[config.mk]
export PLATFORM = sky130hd
export DESIGN_NAME = request_decoder_flat
export DESIGN_NICKNAME = d
export VERILOG_FILES = /design/src/rtl/request_decoder_pkg.sv /design/src/rtl/request_decoder_if.sv /design/src/rtl/request_timer.sv /design/src/rtl/request_decoder.sv /design/src/flat_wrapper.sv
export SDC_FILE = /design/constraint.sdc
export NUM_CORES = 1
export LEC_CHECK = 0
export BUFFER_PORTS_ARGS = -buffer_cell sky130_fd_sc_hd__buf_2
export CAP_MARGIN = 30
export CELL_PAD_IN_SITES_DETAIL_PLACEMENT = 0
export CELL_PAD_IN_SITES_GLOBAL_PLACEMENT = 1
export CORE_UTILIZATION = 40
export CTS_CLUSTER_SIZE = 16
export DETAILED_ROUTE_END_ITERATION = 12
export PLACE_DENSITY_LB_ADDON = 0.1
export SYNTH_ARGS = -nofsm -noshare
export SYNTH_HDL_FRONTEND = slang
export SYNTH_SLANG_ARGS = --single-unit
[constraint.sdc]
create_clock -name clock -period 3.5 [get_ports clock]
set_input_delay 0.7 -clock clock [delete_from_list [all_inputs] [get_ports clock]]
set_output_delay 0.7 -clock clock [all_outputs]
set_load 0.01 [all_outputs]
[src/rtl/request_decoder_pkg.sv]
// Shared definitions for the request decoder: FSM state encoding and
// default decode parameters.
package request_decoder_pkg;

    typedef enum logic [1:0] {
        WAIT_REQUEST = 2'd0,
        WAIT_ADDRESS = 2'd1,
        DECODE       = 2'd2
    } state_t;

    localparam int         DEFAULT_NUM_DEVICES  = 32;
    localparam logic [7:0] DEFAULT_BASE_ADDRESS = 8'h20;

endpackage

[src/rtl/request_decoder_if.sv]
// Byte-stream input and decoded-command outputs of the request decoder.
// The master side is the UART/consumer side; the slave side is the decoder.
interface request_decoder_if #(
    parameter int DATA_WIDTH  = 8,
    parameter int NUM_DEVICES = 32
);
    logic                   has_request;
    logic [DATA_WIDTH-1:0]  received_data;
    logic [DATA_WIDTH-1:0]  request;
    logic [DATA_WIDTH-1:0]  address;
    logic [NUM_DEVICES-1:0] device_selector;
    logic                   command_valid;
    logic                   address_error;
    logic                   timeout;
    logic                   busy;

    modport master (
        output has_request, received_data,
        input  request, address, device_selector, command_valid,
               address_error, timeout, busy
    );

    modport slave (
        input  has_request, received_data,
        output request, address, device_selector, command_valid,
               address_error, timeout, busy
    );
endinterface

[src/rtl/request_timer.sv]
// Saturating inter-byte timer: counts enabled cycles since the last clear and
// flags expiry once TIMEOUT_CYCLES enabled cycles have elapsed.
module request_timer #(
    parameter int TIMEOUT_CYCLES = 50_000_000
) (
    input  logic clock,
    input  logic reset,
    input  logic clear,
    input  logic enable,
    output logic expired
);
    localparam int            COUNT_WIDTH = $clog2(TIMEOUT_CYCLES + 1);
    localparam logic [COUNT_WIDTH-1:0] LIMIT = COUNT_WIDTH'(TIMEOUT_CYCLES);

    logic [COUNT_WIDTH-1:0] count;

    always_ff @(posedge clock) begin
        if (reset || clear) begin
            count <= '0;
        end else if (enable && (count != LIMIT)) begin
            count <= count + COUNT_WIDTH'(1);
        end
    end

    assign expired = enable && (count == LIMIT);
endmodule

[src/rtl/request_decoder.sv]
// Two-byte request decoder: latches request code and device address, then
// decodes the address into a one-hot device selector. Define
// REQUEST_TIMEOUT_EN to add the inter-byte timeout that resynchronises.
module request_decoder
    import request_decoder_pkg::*;
#(
    parameter int                    DATA_WIDTH     = 8,
    parameter int                    NUM_DEVICES    = DEFAULT_NUM_DEVICES,
    parameter logic [DATA_WIDTH-1:0] BASE_ADDRESS   = DATA_WIDTH'(DEFAULT_BASE_ADDRESS),
    parameter int                    TIMEOUT_CYCLES = 50_000_000
) (
    input logic              clock,
    input logic              reset,
    request_decoder_if.slave bus
);
    localparam logic [DATA_WIDTH:0] DEVICE_LIMIT = (DATA_WIDTH + 1)'(NUM_DEVICES);

    if (NUM_DEVICES < 1 || NUM_DEVICES > (1 << DATA_WIDTH) || TIMEOUT_CYCLES < 1) begin : g_bad_params
        $error("request_decoder: illegal parameter combination");
    end

    state_t state, state_next;
    logic   load_request, load_address, decode, clear_selection, abort;
    logic   expired;

    logic [DATA_WIDTH:0]    offset;
    logic                   in_range;
    logic [NUM_DEVICES-1:0] one_hot;

    // One bit wider than the address so an address below the base goes negative.
    assign offset   = {1'b0, bus.address} - {1'b0, BASE_ADDRESS};
    assign in_range = !offset[DATA_WIDTH] && (offset < DEVICE_LIMIT);
    assign one_hot  = NUM_DEVICES'(1) << offset[DATA_WIDTH-1:0];

    always_ff @(posedge clock) begin
        if (reset) begin
            state <= WAIT_REQUEST;
        end else begin
            state <= state_next;
        end
    end

    always_comb begin
        // NOTE: every signal driven here gets a default first, so no path can
        // leave one unassigned and infer a latch.
        state_next      = state;
        load_request    = 1'b0;
        load_address    = 1'b0;
        decode          = 1'b0;
        clear_selection = 1'b0;
        abort           = 1'b0;
        unique case (state)
            WAIT_REQUEST: begin
                if (bus.has_request) begin
                    load_request    = 1'b1;
                    clear_selection = 1'b1;
                    state_next      = WAIT_ADDRESS;
                end
            end
            WAIT_ADDRESS: begin
                // An address byte in the expiry cycle takes priority over the abort.
                if (bus.has_request) begin
                    load_address = 1'b1;
                    state_next   = DECODE;
                end else if (expired) begin
                    abort      = 1'b1;
                    state_next = WAIT_REQUEST;
                end
            end
            DECODE: begin
                decode     = 1'b1;
                state_next = WAIT_REQUEST;
                if (bus.has_request) begin
                    load_request = 1'b1;
                    state_next   = WAIT_ADDRESS;
                end
            end
            default: state_next = WAIT_REQUEST;
        endcase
    end

    always_ff @(posedge clock) begin
        // NOTE: non-blocking assignments so every register updates from the
        // values present before the clock edge.
        if (reset) begin
            bus.request         <= '0;
            bus.address         <= '0;
            bus.device_selector <= '0;
            bus.command_valid   <= 1'b0;
            bus.address_error   <= 1'b0;
        end else begin
            bus.command_valid <= decode;
            if (load_request) begin
                bus.request <= bus.received_data;
            end
            if (load_address) begin
                bus.address <= bus.received_data;
            end
            if (clear_selection || abort) begin
                bus.device_selector <= '0;
            end
            if (clear_selection) begin
                bus.address_error <= 1'b0;
            end
            if (decode) begin
                bus.device_selector <= in_range ? one_hot : '0;
                bus.address_error   <= !in_range;
            end
        end
    end

    assign bus.busy = (state != WAIT_REQUEST);

`ifdef REQUEST_TIMEOUT_EN
    request_timer #(
        .TIMEOUT_CYCLES(TIMEOUT_CYCLES)
    ) u_timer (
        .clock  (clock),
        .reset  (reset),
        .clear  (load_request),
        .enable (state == WAIT_ADDRESS),
        .expired(expired)
    );

    always_ff @(posedge clock) begin
        if (reset) begin
            bus.timeout <= 1'b0;
        end else begin
            bus.timeout <= abort;
        end
    end
`else
    assign expired     = 1'b0;
    assign bus.timeout = 1'b0;
`endif
endmodule

[src/flat_wrapper.sv]
// flat-port wrapper written by rule: the top's interface ports become plain ports
module request_decoder_flat import request_decoder_pkg::*;
#(
    parameter int                    DATA_WIDTH     = 8,
    parameter int                    NUM_DEVICES    = DEFAULT_NUM_DEVICES,
    parameter logic [DATA_WIDTH-1:0] BASE_ADDRESS   = DATA_WIDTH'(DEFAULT_BASE_ADDRESS),
    parameter int                    TIMEOUT_CYCLES = 50_000_000
)
  (clock, reset, bus_has_request, bus_received_data, bus_request, bus_address, bus_device_selector, bus_command_valid, bus_address_error, bus_timeout, bus_busy);
  request_decoder_if #(.DATA_WIDTH(DATA_WIDTH), .NUM_DEVICES(NUM_DEVICES)) bus_i ();
  input logic clock;
  input logic reset;
  input wire logic [$bits(bus_i.has_request)-1:0] bus_has_request;
  input wire logic [$bits(bus_i.received_data)-1:0] bus_received_data;
  output wire logic [$bits(bus_i.request)-1:0] bus_request;
  output wire logic [$bits(bus_i.address)-1:0] bus_address;
  output wire logic [$bits(bus_i.device_selector)-1:0] bus_device_selector;
  output wire logic [$bits(bus_i.command_valid)-1:0] bus_command_valid;
  output wire logic [$bits(bus_i.address_error)-1:0] bus_address_error;
  output wire logic [$bits(bus_i.timeout)-1:0] bus_timeout;
  output wire logic [$bits(bus_i.busy)-1:0] bus_busy;
  assign bus_i.has_request = bus_has_request;
  assign bus_i.received_data = bus_received_data;
  assign bus_request = bus_i.request;
  assign bus_address = bus_i.address;
  assign bus_device_selector = bus_i.device_selector;
  assign bus_command_valid = bus_i.command_valid;
  assign bus_address_error = bus_i.address_error;
  assign bus_timeout = bus_i.timeout;
  assign bus_busy = bus_i.busy;
  request_decoder #(.DATA_WIDTH(DATA_WIDTH), .NUM_DEVICES(NUM_DEVICES), .BASE_ADDRESS(BASE_ADDRESS), .TIMEOUT_CYCLES(TIMEOUT_CYCLES)) u_core (.clock(clock), .reset(reset), .bus(bus_i));
endmodule
# ---- After elaboration in Yosys (flattened, before gate mapping)
# Index checks and enable logic that the tools add are counted.
dict set report word_totals {
  out_inout_bits 52
  ff_bits 52
  input_bits 11
}
dict set report op_classes {
  eq_ne 4
  reduce_logical 8
  shifts 1
  magnitude_cmp 1
  addsub 1
  n_mux 14
}
# cell n
set ops {}
lappend ops {{$mux W32} 3}
lappend ops {{$shl A1 B8 Y32 const A} 1}
lappend ops {{$lt A9 B6 Y1 const B} 1}
lappend ops {{$sub A8 B6 Y9 const B} 1}
lappend ops {{$mux W1} 8}
lappend ops {{$pmux W2 S3} 1}
lappend ops {{$mux W2} 2}
lappend ops {{$ne A2 B2 Y1 const B} 2}
lappend ops {{$reduce_bool A2 Y1} 2}
lappend ops {{$eq A2 B1 Y1 const B} 1}
lappend ops {{$eq A2 B2 Y1 const B} 1}
lappend ops {{$logic_not A1 Y1} 2}
lappend ops {{$logic_not A2 Y1} 1}
lappend ops {{$reduce_and A2 Y1} 1}
lappend ops {{$reduce_or A2 Y1} 1}
lappend ops {{$logic_and A1 B1 Y1} 1}

# ---- Logic depth before layout (Yosys ltp)
dict set report depth {
  ltp_word 5
  mapped_depth 7
  ltp_nobuf 6
}

# ---- Worst setup path after synthesis
# Ideal clock, no wire load.
dict set report synth_path {
  path_kind {register to register}
  start {register u_core.bus.address[5]}
  end {register u_core.bus.device_selector[28]}
  path_slack_ns 1.767
  arrival_time_ns 1.616
  n_path_buf 0
  stages_incl_launch_ff 7
  cell_sequence {dfxtp_1 -> inv_1 -> ha_1 -> and2_1 -> o2111ai_4 -> nor2_2 -> a32o_1}
}
dict set report synth_between {
  elab_chain_cells 5
  elab_cells_between_ends 7
}
# item line_no
set synth_lines {}
lappend synth_lines {{start, declared} request_decoder_if.sv:25} ;# output request, address, device_selector, command_valid,
lappend synth_lines {{start signal, assigned} request_decoder.sv:97} ;# bus.address <= bus.received_data;
lappend synth_lines {{$sub A8 B6 Y9 *} request_decoder.sv:31} ;# assign offset = {1'b0, bus.address} - {1'b0, BASE_ADDRESS};
lappend synth_lines {{$lt A9 B6 Y1 / $logic_not A1 Y1 (equally long branches)} request_decoder.sv:32} ;# assign in_range = !offset[DATA_WIDTH] && (offset < DEVICE_LIMIT);
lappend synth_lines {{$logic_and A1 B1 Y1} request_decoder.sv:32}
lappend synth_lines {{$mux W32 *} request_decoder.sv:106} ;# bus.device_selector <= in_range ? one_hot : '0;
lappend synth_lines {{$mux W32 *} request_decoder.sv:105} ;# if (decode) begin
lappend synth_lines {{end signal, assigned} request_decoder.sv:106}
lappend synth_lines {{end, declared} request_decoder_if.sv:25}
# Mark *: on every way between the ends. The rest lies on a longest branch, timed or not.
# A chain may end at the register's enable or synchronous reset.

# ---- Worst setup path in the final report
dict set report layout_path {
  start {register u_core.bus.address[5]}
  end {register u_core.bus.device_selector[10]}
}
# Same word-level chain as after synthesis.

==> qor.txt <==
Final Hold Violating Endpoints -> 0
worst hold start -> u_core.bus.request[4]
largest net degree at the start of global routing -> 25
first-pass GRT wire length -> 7230 um
yosys warns -> 0
ANT nets after route -> 0
Final TNS setup -> 0 ps
Post-Syn Area per Cell -> 11.1 sq um
area occupied by multi-input gates -> 818 sq um
CP required -> 3750 ps
num ports -> 63
commonest cells after routing, fill and taps aside -> buf_2 (63), dfxtp_1 (52), a32o_1 (32), nand2_1 (18), nor2_1 (12)
internal power -> 864 uW
GP Congestion -> 0.730
fill count -> 418
Post-synth ARST share -> 0%
CTS Buf Count -> 5
Sw Ratio -> 22.2%
post-CTS setup buffers -> 0
Reg power frac -> 55.1%
clock share of power -> 38.2%
FF/Latch Area -> 1040 sq um
status -> finished clean
Fin Clk Skew -> 6.70 ps
EDFF count, synth -> 0
Clock Pin Slew Worst Setup and Hold Paths -> 90 ps
PortBufs -> 61
All-Layer GR Usage -> 18.0%
Peak VDD IR -> 0.000247 V
FF+latch count, synth -> 52
Detail Placement HPWL -> 3210 um
Setup CP Type -> flip-flop to flip-flop
die area -> 5110 sq um
vias in the first global route -> 1486
Setup-failing EPs final -> 0
WHS Endpoint -> u_core.bus.request[4]
clock tree from TritonCTS -> built
Final Core Density -> 53.0%
slowest cell on the critical path -> nor3b_2
drt drc -> 0
number of max-cap violations -> 0
vias -> 1582
layout cells sized above 1 -> 35.9%
Hold Crit Class -> flip-flop to flip-flop
Reg2Reg Depth -> 6
CP max FO -> 16
normalized max-slew margin -> 31.7%
Worst-Margin Slew -> 1020 ps
Slew Viols, Final -> 0
Starting Density -> 42.8%
critical path data arrival time -> 2430 ps
CP cell instances -> inv_1 > ha_1 > nor2_2 > a21oi_2 > nor3b_2 > a32o_1
WP buf/inv -> 1
post-layout net count -> 246
Clock Tree Buf Depth -> 2
LEAKAGE -> 1.08 nW
RSZ-0062 raised after global routing -> no
power per cell area -> 466 nW/um^2
CP top delay family -> simple AND/OR/NAND/NOR gates
diodes inserted -> 0
number of stages on the worst setup path -> 6
Reg2Reg Setup Slack -> 1310 ps
most common library cell in the layout ignoring fill and taps -> buf_2
fmax -> 457 MHz
hold path cells -> 2
P_sw -> 247 uW
Die Y-Extent -> 71.5 um
total power -> 1.11 mW
minimum clock period -> 2190 ps
post-synth cell types -> 34
Top FF cell, synth -> dfxtp_1
drt wl/cell -> 15.3 um
row count -> 24
initial DRC count -> 154
RR Startpoint -> u_core.bus.address[5]
CP endpoint kind -> flip-flop
clk sinks -> 52
Crit path largest cell delay -> 820 ps
GRT overflow -> 0
Cell Area, Synth -> 1930 sq um
drt total wl -> 4380 um
Cells after Synth -> 174
Critical Path Start Type -> flip-flop
initial antenna violation count -> 0
post-CTS sizing -> 0
combinational share of power -> 6.8%
Die Wd -> 71.5 um
post-synthesis sequential area ratio -> 54.0%
Core Area -> 4500 sq um
Root Buffer Master -> clkbuf_8
Final period util -> 62.5%
hold_buf cts -> 0
syn nets -> 187
vias per cell -> 5.53
Reg-to-Reg End -> u_core.bus.device_selector[10]
H-tree Lvls -> 2
Area Overhead vs Synth -> 23.7%
Pre-antenna DRT Iters -> 4
Clock Latency Late Sink -> 300 ps
[metrics by stage]
stage                     instance area (sq um)  worst slack, ps  hold WS, ps  cells
after floorplan                            1930             1770          481    174
after global placement                     2240             1360          442    275
after detailed placement                   2270             1320          447    278
after CTS                                  2390             1310          460    286
after global routing                       2390             1140          481    286
final                                      2390             1310          457    286
[tightest hold or removal path, cell delays in order, from the launching register on]
cell,delay (ps)
dfxtp_1,310
nand2_1,50
a21oi_1,50
[sequential cells by signal, summed over array words and instances (netlist names)]
register	cells
u_core.bus.command_valid	1
u_core.bus.address_error	1
u_core.bus.address	8
u_core.bus.device_selector	32
u_core.bus.request	8
u_core.state	2
[final cells by class]
type                            count  area share (%)
Clock buffer                        6            3.46
Clock inverter                      2            1.62
Inverter                            3           0.472
Multi-Input combinational cell    107            34.3
Sequential cell                    52            43.6
Tap cell                           52            2.73
Timing Repair Buffer               64            13.8
[synth_stat cells (2+ instances only)]
| library cell | n | area [sq um] |
|---|---|---|
| a32o_1 | 32 | 320 |
| a21oi_1 | 10 | 50.1 |
| nor2b_1 | 2 | 12.5 |
| buf_4 | 2 | 15.0 |
| dfxtp_1 | 52 | 1040 |
| nor3b_4 | 2 | 37.5 |
| mux2i_1 | 8 | 80.1 |
| nor2_2 | 2 | 12.5 |
| inv_1 | 3 | 11.3 |
| nand2_1 | 18 | 67.6 |
| clkbuf_1 | 7 | 26.3 |
| nor2_1 | 13 | 48.8 |
| ha_1 | 2 | 25.0 |
[worst max path at each step]
| stage | to | slack (ps) | from |
|---|---|---|---|
| finish | u_core.bus.device_selector[10] | 1310 | u_core.bus.address[5] |
| global route | u_core.bus.device_selector[31] | 1140 | u_core.bus.address[5] |
| CTS | u_core.bus.device_selector[28] | 1310 | u_core.bus.address[5] |
| detailed placement | u_core.bus.device_selector[10] | 1320 | u_core.bus.address[5] |
| global placement | u_core.bus.device_selector[6] | 1360 | reset |
| floorplan | u_core.bus.device_selector[28] | 1770 | u_core.bus.address[5] |
[metal layers]
layer / GRT usage, % / share of wire, % / up-vias
li1: - / - / 764
met1: 23.9 / 47 / 769
met2: 28.8 / 46 / 42
met3: 5.06 / 5.5 / 7
met4: 5.23 / 1.0 / 0
met5: 0 / 0 / -
[power groups by stage]
stage | combinational [mW] | clock, mW | sequential, mW
floorplan | 0.0441 | 0 | 0.629
CTS | 0.0758 | 0.434 | 0.612
finish | 0.0751 | 0.424 | 0.612
global route | 0.0825 | 0.461 | 0.615
global placement | 0.0705 | 0 | 0.625
detailed placement | 0.0756 | 0 | 0.626
[cell families (layout without fill, tap and decap cells)]
group	count (synthesis)	count (layout)	share of synthesized area, %
compound gates	46	46	21.5
fa+ha+maj	2	2	1.30
buf+inv	15	75	3.76
flops	52	52	54.0
mux	8	8	4.15
other cells	1	1	0.194
simple gates	50	50	15.1
Note: power is estimated with default switching activity, not from simulation.
